$ cat config.mk
export PLATFORM = sky130hd
export DESIGN_NAME = lsu_ctrl_flat
export DESIGN_NICKNAME = d
export VERILOG_FILES = /design/src/rtl/lsu_ctrl_pkg.sv /design/src/rtl/lsu_ctrl_if.sv /design/src/rtl/lsu_ctrl_ext.sv /design/src/rtl/lsu_ctrl.sv /design/src/flat_wrapper.sv
export SDC_FILE = /design/constraint.sdc
export NUM_CORES = 1
export LEC_CHECK = 0
export BUFFER_PORTS_ARGS = -buffer_cell sky130_fd_sc_hd__buf_2
export CORE_MARGIN = 3
export CORE_UTILIZATION = 40
export CTS_BUF_LIST = sky130_fd_sc_hd__clkbuf_4
export DETAILED_ROUTE_END_ITERATION = 6
export PLACE_DENSITY_LB_ADDON = 0.05
export SLEW_MARGIN = 0
export SYNTH_ARGS = -nofsm -noshare
export SYNTH_HDL_FRONTEND = slang
export SYNTH_HIERARCHICAL = 1
export SYNTH_SLANG_ARGS = --single-unit
$ cat constraint.sdc
create_clock -name clk -period 4 [get_ports clk]
set_input_delay 0.2 -clock clk [delete_from_list [all_inputs] [get_ports clk]]
set_output_delay 0.2 -clock clk [all_outputs]
set_load 0.02 [all_outputs]
$ cat src/rtl/lsu_ctrl_pkg.sv
// Shared encodings, request record and legality helper for the load/store sequencer.
package lsu_ctrl_pkg;

  // funct3 encodings (loads use all five, stores use the first three)
  localparam logic [2:0] F3_B  = 3'b000;
  localparam logic [2:0] F3_H  = 3'b001;
  localparam logic [2:0] F3_W  = 3'b010;
  localparam logic [2:0] F3_BU = 3'b100;
  localparam logic [2:0] F3_HU = 3'b101;

  // FSM states
  localparam logic [1:0] ST_IDLE = 2'd0;
  localparam logic [1:0] ST_REQ  = 2'd1;
  localparam logic [1:0] ST_WAIT = 2'd2;
  localparam logic [1:0] ST_RESP = 2'd3;

  typedef struct packed {
    logic        we;
    logic [2:0]  funct3;
    logic [31:0] addr;
    logic [31:0] wdata;
  } lsu_req_t;

  // A request is legal when funct3 exists for its direction and the address is naturally aligned.
  function automatic logic lsu_legal(input logic we, input logic [2:0] f3, input logic [1:0] a);
    logic ok_f3;
    logic ok_al;
    if (we) ok_f3 = (f3 == F3_B) || (f3 == F3_H) || (f3 == F3_W);
    else    ok_f3 = (f3 == F3_B) || (f3 == F3_H) || (f3 == F3_W) || (f3 == F3_BU) || (f3 == F3_HU);
    case (f3[1:0])
      2'b00:   ok_al = 1'b1;
      2'b01:   ok_al = ~a[0];
      2'b10:   ok_al = (a == 2'b00);
      default: ok_al = 1'b0;
    endcase
    return ok_f3 & ok_al;
  endfunction

endpackage

$ cat src/rtl/lsu_ctrl_if.sv
// Core request/response and data-bus signals of the load/store sequencer.
interface lsu_ctrl_if;
  logic        core_valid;
  logic        core_ready;
  logic        core_we;
  logic [2:0]  core_funct3;
  logic [31:0] core_addr;
  logic [31:0] core_wdata;
  logic        rsp_valid;
  logic [31:0] rsp_rdata;
  logic        rsp_err;
  logic        bus_req;
  logic        bus_gnt;
  logic        bus_we;
  logic [31:0] bus_addr;
  logic [3:0]  bus_be;
  logic [31:0] bus_wdata;
  logic        bus_rvalid;
  logic [31:0] bus_rdata;
  logic        bus_err;

  // the sequencer itself: bus master toward memory, responder toward the core
  modport master (
    input  core_valid, core_we, core_funct3, core_addr, core_wdata,
    input  bus_gnt, bus_rvalid, bus_rdata, bus_err,
    output core_ready, rsp_valid, rsp_rdata, rsp_err,
    output bus_req, bus_we, bus_addr, bus_be, bus_wdata
  );

  // the environment: execute stage plus data bus
  modport slave (
    output core_valid, core_we, core_funct3, core_addr, core_wdata,
    output bus_gnt, bus_rvalid, bus_rdata, bus_err,
    input  core_ready, rsp_valid, rsp_rdata, rsp_err,
    input  bus_req, bus_we, bus_addr, bus_be, bus_wdata
  );
endinterface

$ cat src/rtl/lsu_ctrl_ext.sv
// Load-data extension: picks byte/half/word from an already lane-shifted word and extends it.
module lsu_ctrl_ext
  import lsu_ctrl_pkg::*;
(
  input  logic [2:0]  funct3,
  input  logic [31:0] word,
  output logic [31:0] ext
);

  // select width and sign/zero extend
  always_comb begin
    ext = word;
    case (funct3)
      F3_B:    ext = {{24{word[7]}}, word[7:0]};
      F3_H:    ext = {{16{word[15]}}, word[15:0]};
      F3_BU:   ext = {24'h0, word[7:0]};
      F3_HU:   ext = {16'h0, word[15:0]};
      default: ext = word;
    endcase
  end

endmodule

$ cat src/rtl/lsu_ctrl.sv
// Load/store sequencer between the RV32 execute stage and a single-port data bus.
//
//  state   | meaning
//  IDLE    | ready for a request; latches it on valid&ready
//  REQ     | bus_req held with stable addr/we/be/wdata until bus_gnt
//  WAIT    | granted, waiting for bus_rvalid (data or write ack)
//  RESP    | result settled; rsp_valid is registered out on leaving
module lsu_ctrl
  import lsu_ctrl_pkg::*;
#(
  parameter int unsigned TIMEOUT_CYCLES = 255
) (
  input logic        clk,
  input logic        rst_n,
  lsu_ctrl_if.master lsu
);

  localparam int unsigned    TW       = (TIMEOUT_CYCLES < 2) ? 1 : $clog2(TIMEOUT_CYCLES + 1);
  localparam logic [TW-1:0]  TMR_LOAD = TW'(TIMEOUT_CYCLES);

  logic [1:0]    state_q, state_d;
  lsu_req_t      req_q, req_d;
  logic [TW-1:0] tmr_q, tmr_d;
  logic [31:0]   rd_q, rd_d;
  logic          err_q, err_d;
  logic          rsp_valid_q, rsp_valid_d;
  logic          rsp_err_q, rsp_err_d;
  logic [31:0]   rsp_rdata_q, rsp_rdata_d;

  logic          in_req;
  logic          tmr_hit;
  logic [1:0]    off;
  logic [3:0]    be_c;
  logic [31:0]   wdata_c;
  logic [31:0]   rd_shift;
  logic [31:0]   ext_word;

  assign in_req   = (state_q == ST_REQ);
  assign off      = req_q.addr[1:0];
  // Down-counter loaded at accept; value 1 marks the last allowed REQ/WAIT cycle.
  // A zero load never reaches 1, which disables the timeout.
  assign tmr_hit  = (tmr_q == TW'(1));
  assign rd_shift = rd_q >> {off, 3'b000};

  lsu_ctrl_ext u_ext (
    .funct3 (req_q.funct3),
    .word   (rd_shift),
    .ext    (ext_word)
  );

  // next-state, request latch, timeout count and bus result capture
  always_comb begin
    state_d = state_q;
    req_d   = req_q;
    tmr_d   = tmr_q;
    rd_d    = rd_q;
    err_d   = err_q;
    if ((state_q == ST_REQ || state_q == ST_WAIT) && tmr_q != '0) tmr_d = tmr_q - TW'(1);
    case (state_q)
      ST_IDLE: begin
        if (lsu.core_valid) begin
          req_d.we     = lsu.core_we;
          req_d.funct3 = lsu.core_funct3;
          req_d.addr   = lsu.core_addr;
          req_d.wdata  = lsu.core_wdata;
          tmr_d        = TMR_LOAD;
          rd_d         = '0;
          if (lsu_legal(lsu.core_we, lsu.core_funct3, lsu.core_addr[1:0])) begin
            state_d = ST_REQ;
            err_d   = 1'b0;
          end else begin
            state_d = ST_RESP;
            err_d   = 1'b1;
          end
        end
      end
      ST_REQ: begin
        if (tmr_hit) begin
          state_d = ST_RESP;
          err_d   = 1'b1;
        end else if (lsu.bus_gnt) begin
          state_d = ST_WAIT;
        end
      end
      ST_WAIT: begin
        // a real completion on the last allowed cycle still counts
        if (lsu.bus_rvalid) begin
          state_d = ST_RESP;
          rd_d    = lsu.bus_rdata;
          err_d   = lsu.bus_err;
        end else if (tmr_hit) begin
          state_d = ST_RESP;
          err_d   = 1'b1;
        end
      end
      default: state_d = ST_IDLE;
    endcase
  end

  // byte enables and lane-replicated store data
  always_comb begin
    be_c    = 4'b1111;
    wdata_c = '0;
    if (req_q.we) begin
      case (req_q.funct3[1:0])
        2'b00: begin
          be_c    = 4'b0001 << off;
          wdata_c = {4{req_q.wdata[7:0]}};
        end
        2'b01: begin
          be_c    = 4'b0011 << off;
          wdata_c = {2{req_q.wdata[15:0]}};
        end
        default: begin
          be_c    = 4'b1111;
          wdata_c = req_q.wdata;
        end
      endcase
    end
  end

  // response values registered as the FSM leaves RESP
  always_comb begin
    rsp_valid_d = (state_q == ST_RESP);
    rsp_err_d   = rsp_valid_d & err_q;
    rsp_rdata_d = (rsp_valid_d && !err_q && !req_q.we) ? ext_word : '0;
  end

  // state and datapath registers
  always_ff @(posedge clk or negedge rst_n) begin
    if (!rst_n) begin
      state_q     <= ST_IDLE;
      req_q       <= '0;
      tmr_q       <= '0;
      rd_q        <= '0;
      err_q       <= 1'b0;
      rsp_valid_q <= 1'b0;
      rsp_err_q   <= 1'b0;
      rsp_rdata_q <= '0;
    end else begin
      state_q     <= state_d;
      req_q       <= req_d;
      tmr_q       <= tmr_d;
      rd_q        <= rd_d;
      err_q       <= err_d;
      rsp_valid_q <= rsp_valid_d;
      rsp_err_q   <= rsp_err_d;
      rsp_rdata_q <= rsp_rdata_d;
    end
  end

  // Bus outputs decode straight from the state flop so reset drops bus_req at once;
  // everything is forced to zero outside REQ.
  assign lsu.core_ready = (state_q == ST_IDLE);
  assign lsu.bus_req    = in_req;
  assign lsu.bus_we     = in_req & req_q.we;
  assign lsu.bus_addr   = in_req ? {req_q.addr[31:2], 2'b00} : '0;
  assign lsu.bus_be     = in_req ? be_c : 4'b0000;
  assign lsu.bus_wdata  = in_req ? wdata_c : '0;
  assign lsu.rsp_valid  = rsp_valid_q;
  assign lsu.rsp_err    = rsp_err_q;
  assign lsu.rsp_rdata  = rsp_rdata_q;

endmodule

$ cat src/flat_wrapper.sv
// flat-port wrapper written by rule: the top's interface ports become plain ports
module lsu_ctrl_flat import lsu_ctrl_pkg::*;
#(
  parameter int unsigned TIMEOUT_CYCLES = 255
)
  (clk, rst_n, lsu_core_valid, lsu_core_we, lsu_core_funct3, lsu_core_addr, lsu_core_wdata, lsu_bus_gnt, lsu_bus_rvalid, lsu_bus_rdata, lsu_bus_err, lsu_core_ready, lsu_rsp_valid, lsu_rsp_rdata, lsu_rsp_err, lsu_bus_req, lsu_bus_we, lsu_bus_addr, lsu_bus_be, lsu_bus_wdata);
  lsu_ctrl_if lsu_i ();
  input logic clk;
  input logic rst_n;
  input wire logic [$bits(lsu_i.core_valid)-1:0] lsu_core_valid;
  input wire logic [$bits(lsu_i.core_we)-1:0] lsu_core_we;
  input wire logic [$bits(lsu_i.core_funct3)-1:0] lsu_core_funct3;
  input wire logic [$bits(lsu_i.core_addr)-1:0] lsu_core_addr;
  input wire logic [$bits(lsu_i.core_wdata)-1:0] lsu_core_wdata;
  input wire logic [$bits(lsu_i.bus_gnt)-1:0] lsu_bus_gnt;
  input wire logic [$bits(lsu_i.bus_rvalid)-1:0] lsu_bus_rvalid;
  input wire logic [$bits(lsu_i.bus_rdata)-1:0] lsu_bus_rdata;
  input wire logic [$bits(lsu_i.bus_err)-1:0] lsu_bus_err;
  output wire logic [$bits(lsu_i.core_ready)-1:0] lsu_core_ready;
  output wire logic [$bits(lsu_i.rsp_valid)-1:0] lsu_rsp_valid;
  output wire logic [$bits(lsu_i.rsp_rdata)-1:0] lsu_rsp_rdata;
  output wire logic [$bits(lsu_i.rsp_err)-1:0] lsu_rsp_err;
  output wire logic [$bits(lsu_i.bus_req)-1:0] lsu_bus_req;
  output wire logic [$bits(lsu_i.bus_we)-1:0] lsu_bus_we;
  output wire logic [$bits(lsu_i.bus_addr)-1:0] lsu_bus_addr;
  output wire logic [$bits(lsu_i.bus_be)-1:0] lsu_bus_be;
  output wire logic [$bits(lsu_i.bus_wdata)-1:0] lsu_bus_wdata;
  assign lsu_i.core_valid = lsu_core_valid;
  assign lsu_i.core_we = lsu_core_we;
  assign lsu_i.core_funct3 = lsu_core_funct3;
  assign lsu_i.core_addr = lsu_core_addr;
  assign lsu_i.core_wdata = lsu_core_wdata;
  assign lsu_i.bus_gnt = lsu_bus_gnt;
  assign lsu_i.bus_rvalid = lsu_bus_rvalid;
  assign lsu_i.bus_rdata = lsu_bus_rdata;
  assign lsu_i.bus_err = lsu_bus_err;
  assign lsu_core_ready = lsu_i.core_ready;
  assign lsu_rsp_valid = lsu_i.rsp_valid;
  assign lsu_rsp_rdata = lsu_i.rsp_rdata;
  assign lsu_rsp_err = lsu_i.rsp_err;
  assign lsu_bus_req = lsu_i.bus_req;
  assign lsu_bus_we = lsu_i.bus_we;
  assign lsu_bus_addr = lsu_i.bus_addr;
  assign lsu_bus_be = lsu_i.bus_be;
  assign lsu_bus_wdata = lsu_i.bus_wdata;
  lsu_ctrl #(.TIMEOUT_CYCLES(TIMEOUT_CYCLES)) u_core (.clk(clk), .rst_n(rst_n), .lsu(lsu_i));
endmodule
# Yosys cells after proc, flatten, opt, wreduce, memory -nomap -nowiden
# Cells that the tools add are included.
classes:
  addsub: 1
  n_eq_ne: 18
  shift: 3
  mux: 33
  bitwise_logic: 4
  n_reduce_logical: 23
ops:
  columns: ["operator", "n"]
  rows:
  - ["32-bit 2-to-1 mux", 6]
  - ["32-bit one-hot mux with 2 select lines", 2]
  - ["32-bit one-hot mux with 4 select lines", 1]
  - ["32-bit by 5-bit >> shifter with 32-bit output", 1]
  - ["8-bit 2-to-1 mux", 3]
  - ["3-bit == test, second input constant", 4]
  - ["2-bit 2-to-1 mux", 6]
  - ["1-bit 2-to-1 mux", 9]
  - ["8-bit by 1-bit == test with 1-bit output, second input constant", 1]
  - ["2-bit zero test", 4]
  - ["4-bit 2-to-1 mux", 2]
  - ["4-bit one-hot mux with 2 select lines", 1]
  - ["8-bit nonzero test", 1]
  - ["8-bit by 1-bit subtractor with 8-bit output, second input constant", 1]
  - ["2-bit by 1-bit == test with 1-bit output, second input constant", 3]
  - ["2-bit == test, second input constant", 3]
  - ["3-bit by 1-bit == test with 1-bit output, second input constant", 2]
  - ["3-bit zero test", 2]
  - ["1-bit one-hot mux with 3 select lines", 2]
  - ["2-bit one-hot mux with 3 select lines", 1]
  - ["3-bit AND reduction", 2]
  - ["1-bit logical OR", 5]
  - ["2-bit != test, second input constant", 2]
  - ["2-bit AND reduction", 2]
  - ["11 further kinds", 16]
word_totals:
  ff_bits: 145
  inputBits: 106
  out_inout_bits: 105
  elab_cells: 93

# Longest topological paths before layout
logic_depth:
  ltp_word: 12
  ltp_mapped: 8
  ltp_nobuf: 6

# Modules after synthesis
# The synthesis kept the hierarchy.
modules_own_cells:
  columns: ["mod", "instances", "cells_per_inst", "area_each_um2", "seq_area_each_um2"]
  rows:
  - ["lsu_ctrl", 1, 590, 6779.0, 3628.5]
  - ["lsu_ctrl_ext", 1, 67, 355.3, 0.0]

# Least setup slack after synthesis
# No wires, ideal clock.
synth_timing:
  kind: "flip-flop to flip-flop"
  from: "register u_core.req_q (netlist bit u_core/off[1])"
  to: "register u_core.rsp_rdata_q[15] (netlist: u_core/lsu.rsp_rdata[15])"
  setup_ns: 0.066
  arrival_ns: 1.831
  required_ns: 3.934
  setup_slack_ns: 2.103
  stages_incl_launch_ff: 9
  path_buffers: 3
  synth_period_minus_slack_ns: 1.897
  path_cell_list: "dfrtp_1 buf_2 buf_2 mux2i_1 a21oi_1 or4b_4 buf_6 nand2_1 and2_1"
synth_via:
  elab_chain_len: 3
synth_rtl:
  columns: ["element", "line_no", "rtl"]
  rows:
  - ["from (decl)", "lsu_ctrl.sv:22", "lsu_req_t req_q, req_d;"]
  - ["from (signal assigned)", "lsu_ctrl.sv:142", "req_q <= req_d;"]
  - ["32-bit by 5-bit >> shifter with 32-bit output", "lsu_ctrl.sv:43", "assign rd_shift = rd_q >> {off, 3'b000};"]
  - ["net u_core.rd_shift[7]", "lsu_ctrl.sv:35", "logic [31:0] rd_shift;"]
  - ["32-bit one-hot mux with 4 select lines", "lsu_ctrl_ext.sv:13", "case (funct3)"]
  - ["net u_core.ext_word[15]", "lsu_ctrl.sv:36", "logic [31:0] ext_word;"]
  - ["32-bit 2-to-1 mux", "lsu_ctrl.sv:126", "rsp_rdata_d = (rsp_valid_d && !err_q && !req_q.we) ? ext_word : '0;"]
  - ["net u_core.rsp_rdata_d[15]", "lsu_ctrl.sv:28", "logic [31:0] rsp_rdata_q, rsp_rdata_d;"]
  - ["to (signal assigned)", "lsu_ctrl.sv:148", "rsp_rdata_q <= rsp_rdata_d;"]
  - ["to (decl)", "lsu_ctrl.sv:28", null]
# The timed path passes the listed nets, and every way through them passes these cells.
# A chain may end at the register's enable or synchronous reset.

# Worst setup path after layout
layout_timing:
  from: "register u_core/req_q[67] in the netlist's numbering"
  to: "output lsu_bus_wdata[8]"
layout_via:
  elab_chain_len: 2
layout_rtl:
  columns: ["element", "line_no", "rtl"]
  rows:
  - ["32-bit 2-to-1 mux", "lsu_ctrl.sv:104", "if (req_q.we) begin"]
  - ["32-bit 2-to-1 mux", "lsu_ctrl.sv:159", "assign lsu.bus_wdata = in_req ? wdata_c : '0;"]
  - ["to (decl)", "flat_wrapper.sv:27", "output wire logic [$bits(lsu_i.bus_wdata)-1:0] lsu_bus_wdata;"]
# No other way between the ends.

==> out/results.tsv <==
metric	value	unit
Setup TNS Final	0	ns
worst reg-to-reg setup slack	1.57	ns
setup violators final	0	
Die Wd	140	um
CP Capture Type	output port	
critical path arrival	2.51	ns
Area after DPL	0.00826	sq mm
hold_ws	0.159	ns
# rows	48	
f_max	368	MHz
Synth Flop Type	dfrtp_1	
highest routed layer	met5	
vias	5896	
Maximum Capacitance Violations	0	
fraction of registers with async set/reset	100	%
Seq/Total Area, Yosys	50.9	%
CTS tree	built	
Final GP Congestion	0.817	
CP Data Required Time	3.80	ns
Worst setup SP type	flop	
Fill cells	1555	
clock sinks	145	
total track usage	20.3	%
Synth warnings	6	
vias in the first global route	6135	
hold path start	lsu_bus_err	
core area	0.0174	sq mm
Routed Antenna Nets	0	
Root Driver	clkbuf_4	
first-pass GRT wire length	31800	um
leakage	4.77	nW
clock latency on the worst-skew pair	0.53	ns
Mapped Cells	657	
Clock Skews	0.0145	ns
Final Net Count	1053	
post-route cell area	0.00956	sq mm
Util after Layout	55.1	%
WL met2	9850	um
final routed DRC violation total	0	
Critical R2R Launch	u_core/off[1]	
drt first pass iters	5	
drt total wl	19700	um
Slew @ Worst Pin	1.10	ns
worst r2r path cells	6	
Post-synth EDFFs	0	
Period minus WS final	2.71	ns
IO buf count	208	
RSZ-0062 raised after global routing	false	
Final Max Slew Viols	0	
Die ar.	0.0195	sq mm
DP HPWL	13600	um
DR iter-0 viols	300	
total gr overflow	0	
cts bufs inserted	17	
Met3 Wirelength	1260	um
Starting Density	41.1	%
status	finished, final reports clean	
worst setup path start	u_core/req_q[67]	
largest net degree at the start of global routing	88	
Hold Path Stages	5	
distinct cell type count after synthesis	50	
CTS clk-pin slew, worst paths	0.12	ns
R2R Path End	u_core/lsu.rsp_rdata[30]	
Yosys reg bits	145	
routed len/inst	16.7	um
multi-input logic area	0.00319	sq mm
share of layout cells above drive strength 1	35.2	%
Hold/Removal Path Class	in -> reg	
critical path type	reg -> out	
fin crit share	67.8	%
synthesized area	0.00713	sq mm
Hold EP	u_core/err_q	
CTS Buffer Depth	2	
initial antenna violation count	2	
Avg Cell Area, Syn	10.9	sq um
area grow syn2layout	34.0	%
Power Dens Cells	686	mW/mm^2
Storage cell area	0.00363	sq mm
DR vias/cell	5.00	
critical path peak fanout	25	
Die H	140	um
Fin. Hold Viols	0	
# IOs	211	
Slew HR	26.3	%
H-tree depth	4	
Met1 Wirelength	8070	um
Max IR drop VDD	359	uV
# Post-CTS Setup Buffers	0	
[worst max-delay path, stage by stage (launching register included)]
cell and delay [ns]:
dfrtp_1 0.67, nand2_1 0.65, a21oi_1 0.43, buf_2 0.23
[state kept, by name, indices dropped and copies added, names as in the netlist]
signal / flops
u_core/req_q: 66
u_core/lsu.rsp_rdata: 32
u_core/rd_q: 32
u_core/tmr_q: 8
u_core/off: 2
u_core/state_q: 2
u_core/err_q: 1
u_core/lsu.rsp_err: 1
u_core/lsu.rsp_valid: 1
[final cells by class]
cell class / instances / share of cell area (%)
well taps: 225 / 2.95
inverters: 8 / 0.314
multi-input cells: 448 / 33.4
clock inverters: 12 / 1.22
clock buffers: 20 / 1.57
diodes: 2 / 0.0524
repair buffers: 319 / 22.5
flip-flops and latches: 145 / 38.0
[report_power, final]
part / total, W / switching [W] / internal, W
Sequential: 0.00263 / 0.000591 / 0.00204
Clock: 0.000896 / 0.000512 / 0.000384
Combinational: 0.00303 / 0.00164 / 0.00139
Total: 0.00656 / 0.00275 / 0.00381
[Yosys cell counts (5+ instances only)]
cell	count	area (sq um)
a211oi_1	8	60.1
a21oi_1	31	155
a22o_1	32	280
and2_1	71	444
and3_1	8	50.1
buf_2	22	110
buf_4	11	82.6
clkbuf_1	20	75.1
dfrtp_1	145	3630
ha_1	8	100
inv_1	8	30.0
mux2_2	69	777
mux2i_1	32	320
nand2_1	51	191
nand3_1	5	25.0
nor2_1	40	150
nor2b_1	12	75.1
o21ai_0	44	220
[how the worst max path moves through the flow]
stage                                     to  slack (ns)  cells after the start
finish                      lsu_bus_wdata[8]        1.29                      3
detailed placement            u_core/rd_q[9]        1.60                      6
global route               lsu_bus_wdata[11]        1.09                      3
global placement             u_core/rd_q[15]        1.65                      6
floorplan           u_core/lsu.rsp_rdata[15]        2.10                      8
CTS                         lsu_bus_wdata[8]        1.18                      3
[layer usage]
metal | up-vias | GRT usage [%]
met5 | - | 0
met4 | 2 | 7.55
met3 | 34 | 5.02
met2 | 199 | 35.0
met1 | 2833 | 24.7
li1 | 2828 | -
[logic make-up after synthesis]
group           count (synthesis)  share of synthesized area [%]
compound gates                128                           11.8
xor+xnor                        4                          0.491
fa+ha+maj                       8                           1.40
buf+inv                        65                           4.61
flops                         145                           50.9
mux                           103                           15.8
other cells                     1                         0.0526
simple gates                  203                           15.0
[through the flow]
step / cells / worst slack, ns / power (W)
2_1_floorplan: 658 / 2.10 / 0.00483
3_3_place_gp: 1043 / 1.65 / 0.00555
3_5_place_dp: 1043 / 1.60 / 0.00561
4_1_cts: 1176 / 1.18 / 0.00661
5_1_grt: 1179 / 1.09 / 0.00706
6_report: 1179 / 1.29 / 0.00656
[layout by cell type (no fill, tap or decap), types with 2 or more instances in the layout]
cell type,n
mux2_2,69
clkbuf_4,20
xor2_1,2
buf_4,8
and2_1,71
dlygate4sd3_1,101
nor2_1,39
diode_2,2
a211oi_1,8
nand2b_1,2
ha_1,8
or4b_4,2
clkinv_2,4
nor3_1,2
mux2i_1,32
a22o_1,32
o21ai_0,44
conb_1,2
nor3b_2,2
dfrtp_1,144
a21oi_1,31
and3_1,8
o211ai_1,2
clkinv_1,3
inv_1,8
nand3_1,5
buf_2,207
nand4_1,2
nand2_1,50
nor2b_1,12
bufinv_16,2
xnor2_1,2
[what timing repair did]
action | in CTS | in global routing
hold endpoints to repair | 185 | 0
hold buffers | 101 | 0
gates resized for setup | 0 | 0
(Power assumes the default switching activity.)
